File: src/rtl/ifu_pkg.sv
// Shared constants for the instruction fetch unit and its neighbours (ctrl shares CPU_WIDTH).
// Also holds the ebreak encoding used when IFU_EBREAK_HALT_EN is defined.
package ifu_pkg;

    localparam int          CPU_WIDTH        = 32;
    localparam logic [63:0] RESET_PC_DEFAULT = 64'h0000_0000_8000_0000;
    localparam logic [31:0] INST_EBREAK      = 32'h0010_0073;

    localparam logic [1:0] IFU_REQ  = 2'd0;
    localparam logic [1:0] IFU_WAIT = 2'd1;
    localparam logic [1:0] IFU_DROP = 2'd2;

    function automatic logic is_ebreak(input logic [31:0] word);
        return (word == INST_EBREAK);
    endfunction

endpackage

File: src/rtl/ifu_fifo.sv
// Two-entry synchronous FIFO holding {instruction, pc} pairs for the decoder.
// Flush empties it and wins over a push or pop in the same cycle.
module ifu_fifo
    import ifu_pkg::*;
#(
    parameter int WIDTH = 96
) (
    input  logic             clk,
    input  logic             rst_n,
    input  logic             push,
    input  logic [WIDTH-1:0] push_data,
    input  logic             pop,
    input  logic             flush,
    output logic [1:0]       count,
    output logic             head_valid,
    output logic [WIDTH-1:0] head_data
);

    logic [WIDTH-1:0] entry_r [2];
    logic             rd_ptr_r;
    logic             wr_ptr_r;
    logic [1:0]       count_r;
    logic             push_en_s;
    logic             pop_en_s;
    logic [1:0]       count_next_s;

    // Qualify push/pop against occupancy and derive the next count
    always_comb begin
        pop_en_s     = pop && (count_r != 2'd0);
        push_en_s    = push && ((count_r != 2'd2) || pop_en_s);
        count_next_s = count_r;
        case ({push_en_s, pop_en_s})
            2'b10:   count_next_s = count_r + 2'd1;
            2'b01:   count_next_s = count_r - 2'd1;
            default: count_next_s = count_r;
        endcase
    end

    // Storage, pointers and occupancy
    always_ff @(posedge clk) begin
        if (!rst_n) begin
            for (int i = 0; i < 2; i++) begin
                entry_r[i] <= '0;
            end
            rd_ptr_r <= 1'b0;
            wr_ptr_r <= 1'b0;
            count_r  <= 2'd0;
        end else if (flush) begin
            rd_ptr_r <= 1'b0;
            wr_ptr_r <= 1'b0;
            count_r  <= 2'd0;
        end else begin
            if (push_en_s) begin
                entry_r[wr_ptr_r] <= push_data;
                wr_ptr_r          <= ~wr_ptr_r;
            end
            if (pop_en_s) begin
                rd_ptr_r <= ~rd_ptr_r;
            end
            count_r <= count_next_s;
        end
    end

    assign count      = count_r;
    assign head_valid = (count_r != 2'd0);
    assign head_data  = entry_r[rd_ptr_r];

endmodule

File: src/rtl/ifu.sv
// Instruction fetch unit: PC register, one-outstanding fetch FSM and a 2-entry buffer to ctrl.
// Optional IFU_EBREAK_HALT_EN stops fetching after an ebreak is buffered until redirect or reset.
module ifu
    import ifu_pkg::*;
#(
    parameter int                  PC_WIDTH   = 64,
    parameter int                  INST_WIDTH = CPU_WIDTH,
    parameter logic [PC_WIDTH-1:0] RESET_PC   = PC_WIDTH'(RESET_PC_DEFAULT)
) (
    input  logic                  clk,
    input  logic                  rst_n,
    output logic                  imem_req_valid,
    input  logic                  imem_req_ready,
    output logic [PC_WIDTH-1:0]   imem_req_addr,
    input  logic                  imem_rsp_valid,
    input  logic [INST_WIDTH-1:0] imem_rsp_data,
    input  logic                  redirect_valid,
    input  logic [PC_WIDTH-1:0]   redirect_pc,
    output logic                  inst_valid,
    input  logic                  inst_ready,
    output logic [INST_WIDTH-1:0] inst,
    output logic [PC_WIDTH-1:0]   inst_pc
);

    logic [1:0]                     state_r;
    logic [1:0]                     state_next_s;
    logic [PC_WIDTH-1:0]            pc_r;
    logic [PC_WIDTH-1:0]            pc_next_s;
    logic [PC_WIDTH-1:0]            out_pc_r;
    logic                           halt_s;
    logic                           req_valid_s;
    logic                           fire_s;
    logic                           push_s;
    logic                           pop_s;
    logic [1:0]                     fifo_count_s;
    logic [INST_WIDTH+PC_WIDTH-1:0] head_s;

`ifdef IFU_EBREAK_HALT_EN
    logic halt_r;

    // Halt after an ebreak enters the buffer; a redirect resumes fetch
    always_ff @(posedge clk) begin
        if (!rst_n) begin
            halt_r <= 1'b0;
        end else if (redirect_valid) begin
            halt_r <= 1'b0;
        end else if (push_s && is_ebreak(imem_rsp_data)) begin
            halt_r <= 1'b1;
        end else begin
            halt_r <= halt_r;
        end
    end

    assign halt_s = halt_r;
`else
    assign halt_s = 1'b0;
`endif

    assign req_valid_s = (state_r == IFU_REQ) && (fifo_count_s != 2'd2) &&
                         !redirect_valid && rst_n && !halt_s;
    assign fire_s      = req_valid_s && imem_req_ready;
    assign push_s      = (state_r == IFU_WAIT) && imem_rsp_valid && !redirect_valid;
    assign pop_s       = inst_valid && inst_ready;

    // Next state and PC; a redirect turns an outstanding fetch into one to discard
    always_comb begin
        state_next_s = state_r;
        pc_next_s    = pc_r;
        if (redirect_valid) begin
            pc_next_s = redirect_pc;
            case (state_r)
                IFU_WAIT: state_next_s = imem_rsp_valid ? IFU_REQ : IFU_DROP;
                IFU_DROP: state_next_s = imem_rsp_valid ? IFU_REQ : IFU_DROP;
                default:  state_next_s = IFU_REQ;
            endcase
        end else begin
            case (state_r)
                IFU_REQ: begin
                    if (fire_s) begin
                        state_next_s = IFU_WAIT;
                        pc_next_s    = pc_r + PC_WIDTH'(4);
                    end else begin
                        state_next_s = IFU_REQ;
                    end
                end
                IFU_WAIT: state_next_s = imem_rsp_valid ? IFU_REQ : IFU_WAIT;
                IFU_DROP: state_next_s = imem_rsp_valid ? IFU_REQ : IFU_DROP;
                default:  state_next_s = IFU_REQ;
            endcase
        end
    end

    // FSM, PC and outstanding-request PC registers
    always_ff @(posedge clk) begin
        if (!rst_n) begin
            state_r  <= IFU_REQ;
            pc_r     <= RESET_PC;
            out_pc_r <= '0;
        end else begin
            state_r  <= state_next_s;
            pc_r     <= pc_next_s;
            out_pc_r <= fire_s ? pc_r : out_pc_r;
        end
    end

    ifu_fifo #(
        .WIDTH(INST_WIDTH + PC_WIDTH)
    ) u_fifo (
        .clk        (clk),
        .rst_n      (rst_n),
        .push       (push_s),
        .push_data  ({imem_rsp_data, out_pc_r}),
        .pop        (pop_s),
        .flush      (redirect_valid),
        .count      (fifo_count_s),
        .head_valid (inst_valid),
        .head_data  (head_s)
    );

    assign imem_req_valid = req_valid_s;
    assign imem_req_addr  = pc_r;
    assign inst           = head_s[INST_WIDTH+PC_WIDTH-1:PC_WIDTH];
    assign inst_pc        = head_s[PC_WIDTH-1:0];

endmodule
File: config.mk
export PLATFORM = sky130hd
export DESIGN_NAME = ifu
export DESIGN_NICKNAME = d
export VERILOG_FILES = /design/src/rtl/ifu_pkg.sv /design/src/rtl/ifu_fifo.sv /design/src/rtl/ifu.sv
export SDC_FILE = /design/constraint.sdc
export NUM_CORES = 1
export LEC_CHECK = 0
export CORE_MARGIN = 4
export CORE_UTILIZATION = 44
export DETAILED_ROUTE_END_ITERATION = 12
export PLACE_DENSITY = 0.69
export SYNTH_ARGS = -nofsm -noshare
export SYNTH_HDL_FRONTEND = slang
export SYNTH_SLANG_ARGS = --single-unit
File: constraint.sdc
create_clock -name clk -period 10.79 [get_ports clk]
set_input_delay 1.079 -clock clk [delete_from_list [all_inputs] [get_ports clk]]
set_output_delay 1.079 -clock clk [all_outputs]
set_load 0.05 [all_outputs]
==> results.ini, run 1 <==
[drt]
remaining_drc_errors=0
wl_met1_um=18030
vias_per_cell=5.426
met2_length_um=18350
ant_nets=0
drt_iter0_drc=919
drtPass1Iterations=7
wl_met3_um=2758
drt-total-wl_um=40620
vias=11130
dr.max_layer_used=met5
avgRoutedWirePerCell_um=19.80

[global_route]
grt_max_degree=97
grt_pass1_wl_um=62180
grt_pass1_vias=10660
grt_usage_pct=21.62
antenna_found_initial=2
grt.overflow.total=0

[place]
gp_congestion=0.8504
pre_cts_slack_ns=6.403
dp_cells=1984
port_buffers=263
place_hpwl_um=26260

[setup_path]
cp_cell_sequence=clkdlybuf4s50_1 > nor2b_1 > and3_1 > clkdlybuf4s50_1
crit_path_frequent_cell=clkdlybuf4s50_1
path_buf_inv=2
slowest_delay_ns=0.91
worstPathArrival_ns=3.33
cp-start-kind=input pin
path_delay_family=buffers and inverters
worst-r2r-cell-count=7
cp_max_fo=13
critPathKind=input pin to output pin
crit_slowest_cell=clkdlybuf4s50_1
crit_required_ns=9.71
crit_path_end_kind=output pin
crit_cells=4

[cells_and_area]
drive_gt1_share_pct=11.32
layout.nets=1688
syn_to_final_growth_pct=27.80
multi_input_area_um2=5783
n_fill_cell=2809
layout_commonest_cell=clkdlybuf4s50_1
layout_common_cells=clkdlybuf4s50_1, and2_1, edfxtp_1, nand2_1, dfxtp_1
fin_cells=2051
final_util_pct=57.16
seq_area_um2=8472

[timing]
timing.final.crit_share_pct=40.85
setup_ws_ns=6.383
finalHoldWorstSlack_ns=0.4612
finalHoldViolations=0
fin_skew_ns=0.01763
worst_pin_slew_ns=1.011
slew_headroom_pct=32.61
rsz0062_at_grt=no
layout_min_cycle_time_ns=4.407
setup_viol=0
fin_tns_setup_ns=0
max_freq_mhz=226.9
final_max_slew_viol_count=0

[power]
sw_frac_of_total_pct=25.55
p_seq_share_pct=48.4
p_comb_share_pct=11.3
p_int_mw=2.161
max-vdd-ir-drop_v=0.0001045
p_per_area_nw_per_um2=155.3
p_leak_nw=6.563
p_switching_uw=741.9
clkPwrFrac_pct=40.3

[yosys]
synth-edff-count=192
syn_inst=1361
synth.net_count=1469
synth.avg_cell_area_um2=10.75
syn-cell-area_um2=14630
synth_area_leaders=edfxtp_1, dfxtp_1, and2_1
netlist.area_leader.share_pct=39.42
ys_warn_count=0
yosys_most_used_dff=edfxtp_1
synth-seq-area-share_pct=57.90
ys_ff_latch=327
async_reset_ff_share_pct=0
synth_cell_types=60
yosysTopAreaCell=edfxtp_1

[worst_hold_path]
hold_depth=2
hp-class=flop to flop

[clock_network]
cts_setup_buffers=0
holdBufCountCts=0
tritoncts=done
clk_path_buf_depth=3
clk_pin_slew_ns=0.06
clk-insertion-delay-late_ns=0.52
clock_sinks=327
cts_root_buf=clkbuf_16
cts.repair.resized=0
cts_made_buffers=36
cts.htree.levels=2

[floorplan]
start_util_pct=44.72
fp.dieH_um=190.3
die_w_um=190.3
dieArea_um2=36220
fp.coreArea_um2=32700
ios=264
rows=66

[outcome]
status=finished, final reports clean

[job]
cap_violations=0

==> per-layer routing <==
layer  GRT usage (%)  vias up
met5               0        -
met4           7.348        2
met3           4.211       79
met2           33.28      438
met1           30.80     5302
li1                -     5308
==> sequential cells by signal (all words and copies together) (netlist names), named ones only <==
signal and flops:
imem_req_addr 64, state_r 2, u_fifo.wr_ptr_r 1, out_pc_r 64, u_fifo.entry_r 192, u_fifo.rd_ptr_r 1, u_fifo.count 2
==> stage by stage <==
step           area [µm²]  power, mW
2_1_floorplan       14630      1.619
3_3_place_gp        17580      1.756
3_5_place_dp        17580      1.759
4_1_cts             18690      2.924
5_1_grt             18690      2.999
6_report            18690      2.903
==> cell families after synthesis <==
logic type      synth area share, %
flops                         57.90
compound gates                9.162
simple gates                  20.56
mux                           8.059
xor+xnor                      1.018
fa+ha+maj                    0.5133
buf+inv                       2.789
==> synthesized netlist by cell type, types with 3 or more instances <==
cell type,count
a21oi_1,124
a221oi_1,5
a22oi_1,10
a31oi_1,11
a32oi_1,4
and2_1,198
and3_1,19
and4_1,6
buf_1,10
buf_2,5
clkbuf_1,79
dfxtp_1,135
edfxtp_1,192
ha_1,6
inv_1,9
mux2_2,98
mux2i_1,6
nand2_1,187
nand3_1,22
nand4_1,28
nor2_1,49
nor2b_1,3
nor3_1,19
nor4_1,18
o21a_1,4
o21ai_0,35
o22ai_1,12
o311ai_0,8
or3_1,3
xnor2_1,15
==> area by class of cell <==
cell class,count,area share [%]
diodes,1,0.01339
clock buffers,45,5.114
clock inverters,21,0.8367
inverters,11,0.2343
multi-input cells,928,30.94
flip-flops and latches,327,45.32
well taps,442,2.959
repair buffers,276,14.58
==> worst reg2reg max path, cell delays in order (launching register included) <==
cell     delay [ns]
dfxtp_1        0.33
inv_1          0.08
ha_1           0.16
and3_1         0.15
o21a_1         0.20
nand2_1        0.11
nand2_4        0.46
buf_4          0.84
==> power groups by stage <==
stage | sequential [mW] | clock [mW] | combinational, mW
3_3_place_gp | 1.43 | 0 | 0.327
4_1_cts | 1.40 | 1.19 | 0.329
3_5_place_dp | 1.43 | 0 | 0.328
5_1_grt | 1.41 | 1.24 | 0.344
6_report | 1.41 | 1.17 | 0.328
2_1_floorplan | 1.47 | 0 | 0.148
==> final timing paths <==
kind / slack [ns] / start / endpoint
worst max-delay path: 6.38 / rst_n / imem_req_valid
worst min-delay path: 0.46 / out_pc_r[60] / out_pc_r[60]
worst max register to register: 8.05 / state_r[1] / u_fifo.entry_r[1][62]
worst min register to register: 0.46 / out_pc_r[60] / out_pc_r[60]
Power figures use the tool's default switching activity.
==> inputs of run 2 (changes only) <==
- PLACE_DENSITY: 0.69 -> 0.71
- clock period: 10.79 -> 3.9 ns (I/O delays scaled with it)
==> run 2 against run 1 <==
  * Register-to-register slack lost 6.8 ns
  * Clock skew decreased by 0.0018 ns
  * Via count up 1.2%
  * Non-clock buffer count grew 10
  * Sequential share of layout area is 0.43 points lower
  * Design area increased by 0.96%
  * Clock power grew to 2.9 times the previous value
  * Cell count rose by 0.39%
  * Setup slack worse by 5.4 ns
  * Combinational power increased to 2.8 times the previous value
  * Largest power group unchanged
  * Highest routed layer is now met4
==> results.ini, run 2 (synthesis results as in run 1) <==
[cells_and_area]
drive_gt1_share_pct=12.13
largest_register_ffs=192
layout_commonest_cell=clkdlybuf4s50_1
fin_cells=2059
layout_common_cells=clkdlybuf4s50_1, and2_1, edfxtp_1, nand2_1, dfxtp_1
regMostFlops=u_fifo.entry_r
layout.nets=1698
syn_to_final_growth_pct=29.04

[worst_hold_path]
hold_depth=3
hp-class=input pin to flop
hp-start=redirect_pc[23]
holdPathEnd=imem_req_addr[23]

[clock_network]
holdBufCountCts=0
cts.repair.resized=0
cts_made_buffers=36
clk_path_buf_depth=3
clock_sinks=327
cts_root_buf=clkbuf_16
cts_setup_buffers=0
tritoncts=done
cts.htree.levels=2
clk-insertion-delay-late_ns=0.51
clk_pin_slew_ns=0.06

[setup_path]
reg2reg_slack_ns=1.26
cp_max_fo=42
cp-start-kind=flop
crit_path_end_kind=output pin
critPathKind=flop to output pin
crit_required_ns=3.51
worstReg2RegStart=imem_req_addr[24]
worst-r2r-cell-count=6
worstPathArrival_ns=2.56
r2r-end=imem_req_addr[61]

[global_route]
grt_usage_pct=21.93
grt.overflow.total=0
antenna_found_initial=1
grt_pass1_wl_um=63350
grt_max_degree=114
grt_pass1_vias=11020

[floorplan]
dieArea_um2=36220
rows=66
die_w_um=190.3
fp.coreArea_um2=32700
fp.dieH_um=190.3
ios=264
start_util_pct=44.72

[timing]
final_max_slew_viol_count=0
timing.final.crit_share_pct=75.55
layout_min_cycle_time_ns=2.947
slew_headroom_pct=16.04
rsz0062_at_grt=no
setup_ws_ns=0.9535
worst_pin_slew_ns=1.259
fin_skew_ns=0.01579
fin_tns_setup_ns=0
max_freq_mhz=339.4
setup_viol=0
finalHoldViolations=0

[power]
p_per_area_nw_per_um2=434.5
p_leak_nw=6.659
max-vdd-ir-drop_v=0.0002681

[place]
dp_cells=1994
gp_congestion=0.8489
port_buffers=263
pre_cts_slack_ns=0.8784
place_hpwl_um=26910

[drt]
drt-total-wl_um=40940
remaining_drc_errors=0
ant_nets=0
vias_per_cell=5.473
vias=11270
drtPass1Iterations=6
drt_iter0_drc=819
avgRoutedWirePerCell_um=19.88

[outcome]
status=finished, final reports clean

[job]
cap_violations=0

run 2: cell types whose count changed in the layout (fill, tap and decap cells not counted), moves of 2 or more:
cell,delta
bufinv_16,+2
buf_12,+3
clkbuf_1,-5
clkinv_4,+2
clkinv_2,-2
buf_4,+7
clkbuf_8,+2
run 2: where the power goes:
part           internal (mW)  switching, mW
logic                  0.334          0.579
clock network           2.04           1.36
registers               3.77          0.116
total                   6.15           2.05
run 2: cell type report:
type / count / area (µm²)
clock buffers: 42 / 964.7
inverters: 11 / 43.79
repair buffers: 286 / 2838
clock inverters: 22 / 219.0
flip-flops and latches: 327 / 8472
multi-input cells: 928 / 5779
fillers: 2777 / 13830
well taps: 442 / 553.0
diodes: 1 / 2.502
run 2: metrics by stage:
step / instance area [µm²] / power (mW) / hold WS, ns / util, %
floorplan: 14630 / 4.471 / 0.4401 / -
global placement: 17690 / 4.860 / 0.4468 / 54.08
detailed placement: 17690 / 4.872 / 0.4535 / 54.08
CTS: 18870 / 8.266 / 0.4203 / 57.70
global route: 18870 / 8.460 / 0.4436 / 57.71
finish: 18870 / 8.200 / 0.4461 / 57.71
run 2: critical path, stage by stage (launching register included):
cell and delay (ns):
dfxtp_4 0.35, buf_4 0.49, mux2_2 0.43, clkdlybuf4s50_1 0.71
run 2: worst max-delay path by stage:
stage | from | to | slack (ns) | cells after the start
detailed placement | rst_n | imem_req_addr[42] | 0.88 | 8
finish | flop | inst_pc[47] | 0.95 | 3
floorplan | state_r[1] | u_fifo.entry_r[0][0] | 0.03 | 6
CTS | flop | inst_pc[47] | 0.92 | 3
global route | flop | inst_pc[47] | 0.88 | 3
global placement | rst_n | imem_req_addr[42] | 0.93 | 8
run 2: metal layers:
metal / up-vias / global-route usage [%] / routed length, µm
met2: 491 / 35.15 / 19070
met4: 0 / 6.906 / 1085
met5: - / 0 / 0
li1: 5325 / - / -
met3: 59 / 4.559 / 3501
met1: 5393 / 30.08 / 17280
==> inputs of run 3 (changes only) <==
- clock period: 3.9 -> 2.6 ns (I/O delays scaled with it)
==> run 3 against run 2 <==
  * Clock-buffer cell count is 5 higher
  * Routed wire length is 0.34% higher
  * First-iteration DRC count is 4.3% higher
  * Core utilization is 0.81 points higher
  * Non-clock buffer count is 27 higher
  * Die area stayed put
  * Setup slack worse by 0.91 ns
  * Worst hold slack worse by 0.18 ns
  * Combinational power is 56% higher
==> results.ini, run 3 (synthesis results as in run 1) <==
[power]
p_switching_mw=3.044
p_leak_nw=7.270
p_comb_share_pct=11.7
sw_frac_of_total_pct=24.99
p_int_mw=9.136
p_seq_share_pct=47.7
max-vdd-ir-drop_v=0.0004490
p_per_area_nw_per_um2=636.5
p_total_mw=12.18
clkPwrFrac_pct=40.6

[clock_network]
cts.repair.resized=2
clk_path_buf_depth=3
tritoncts=done
cts_setup_buffers=0
cts.htree.levels=2
cts_root_buf=clkbuf_16
holdBufCountCts=0
clk_pin_slew_ns=0.06
clk-insertion-delay-late_ns=0.51
clock_sinks=327
cts_made_buffers=35

[setup_path]
critPathKind=flop to output pin
worstPathArrival_ns=2.29
cp_max_fo=21
cp-start-kind=flop
crit_slowest_cell=clkdlybuf4s50_1
cp_cell_sequence=buf_4 > mux2_2 > clkdlybuf4s50_1
crit_path_end_kind=output pin
crit_required_ns=2.34
slowest_delay_ns=0.73

[cells_and_area]
layout_commonest_cell=and2_1
final_util_pct=58.52
fin_cells=2089
syn_to_final_growth_pct=30.84
drive_gt1_share_pct=16.82
largest_register_ffs=192
layout.nets=1724
layout_common_cells=and2_1, edfxtp_1, nand2_1, clkdlybuf4s50_1, dfxtp_1
regMostFlops=u_fifo.entry_r

[global_route]
grt.overflow.total=0
grt_pass1_wl_um=63260
antenna_found_initial=6
grt_max_degree=71
grt_usage_pct=21.97
grt_pass1_vias=11240

[drt]
met2_length_um=18990
drt_iter0_drc=854
vias_per_cell=5.380
wl_met1_um=17870
avgRoutedWirePerCell_um=19.67
vias=11240
drt-total-wl_um=41080
ant_nets=0
drtPass1Iterations=5
remaining_drc_errors=0
wl_met3_um=2841
dr.max_layer_used=met4

[place]
dp_cells=2021
port_buffers=263
place_hpwl_um=27990
gp_congestion=0.8647

[floorplan]
rows=66
die_w_um=190.3
ios=264
fp.coreArea_um2=32700
dieArea_um2=36220
start_util_pct=44.72
fp.dieH_um=190.3

[worst_hold_path]
hp-class=input pin to flop

[timing]
fin_tns_setup_ns=0
layout_min_cycle_time_ns=2.552
fin_skew_ns=0.01902
finalHoldViolations=0
timing.final.crit_share_pct=98.14
rsz0062_at_grt=no
max_freq_mhz=391.9
final_max_slew_viol_count=0
slew_headroom_pct=29.88
worst_pin_slew_ns=1.051
setup_viol=0

[job]
cap_violations=0

[outcome]
status=finished, final reports clean

==> run 3: changes by cell type in the layout (fill, tap and decap cells not counted), moves of 3 or more <==
cell,change
clkdlybuf4s50_1,-84
dlymetal6s2s_1,+31
clkbuf_8,+4
clkinv_2,-4
buf_4,+68
diode_2,+5
buf_12,+10
clkbuf_1,+3
==> run 3: power groups by stage <==
| stage | Sequential [mW] | Combinational (mW) | Clock, mW |
|---|---|---|---|
| after floorplan | 6.09 | 0.614 | 0 |
| after global routing | 5.83 | 1.49 | 5.27 |
| after detailed placement | 5.92 | 1.43 | 0 |
| after global placement | 5.90 | 1.42 | 0 |
| after CTS | 5.81 | 1.43 | 5.03 |
| final | 5.81 | 1.42 | 4.95 |
==> run 3: path summary, 6_finish.rpt <==
kind	startpoint	slack, ns	cells after the start	endpoint
worst max-delay path	flop	0.05	3	inst_pc[36]
worst min-delay path	redirect_valid	0.27	4	state_r[0]
worst max register to register	imem_req_addr[11]	0.26	6	imem_req_addr[47]
worst min register to register	out_pc_r[50]	0.46	2	out_pc_r[50]
==> run 3: area by class of cell <==
class	count	area, µm²
Fill cell	2697	13570
Sequential cell	327	8474
Multi-Input combinational cell	928	5796
Timing Repair Buffer	313	3113
Clock buffer	47	980.9
Tap cell	442	553.0
Clock inverter	15	160.2
Inverter	11	43.79
Antenna cell	6	15.01
==> run 3: routing by layer <==
layer	up-vias	global-route usage, %
li1	5379	-
met1	5396	30.17
met2	394	34.76
met3	69	4.339
met4	0	8.122
met5	-	0
==> run 3: worst max-delay path, delay by kind of cell, from the launching register on <==
family / cells / cell delay, ns
DFF: 1 / 0.34
buffers and inverters: 2 / 1.06
muxes: 1 / 0.38
==> run 3: stage by stage <==
step | setup slack, ns | instance area [µm²] | hold slack [ns]
2_1_floorplan | -0.3015 | 14650 | 0.3294
3_3_place_gp | 0.2497 | 17900 | 0.4478
3_5_place_dp | 0.2061 | 17900 | 0.4565
4_1_cts | 0.002042 | 19040 | 0.2674
5_1_grt | 0.002356 | 19140 | 0.3062
6_report | 0.04827 | 19140 | 0.2691
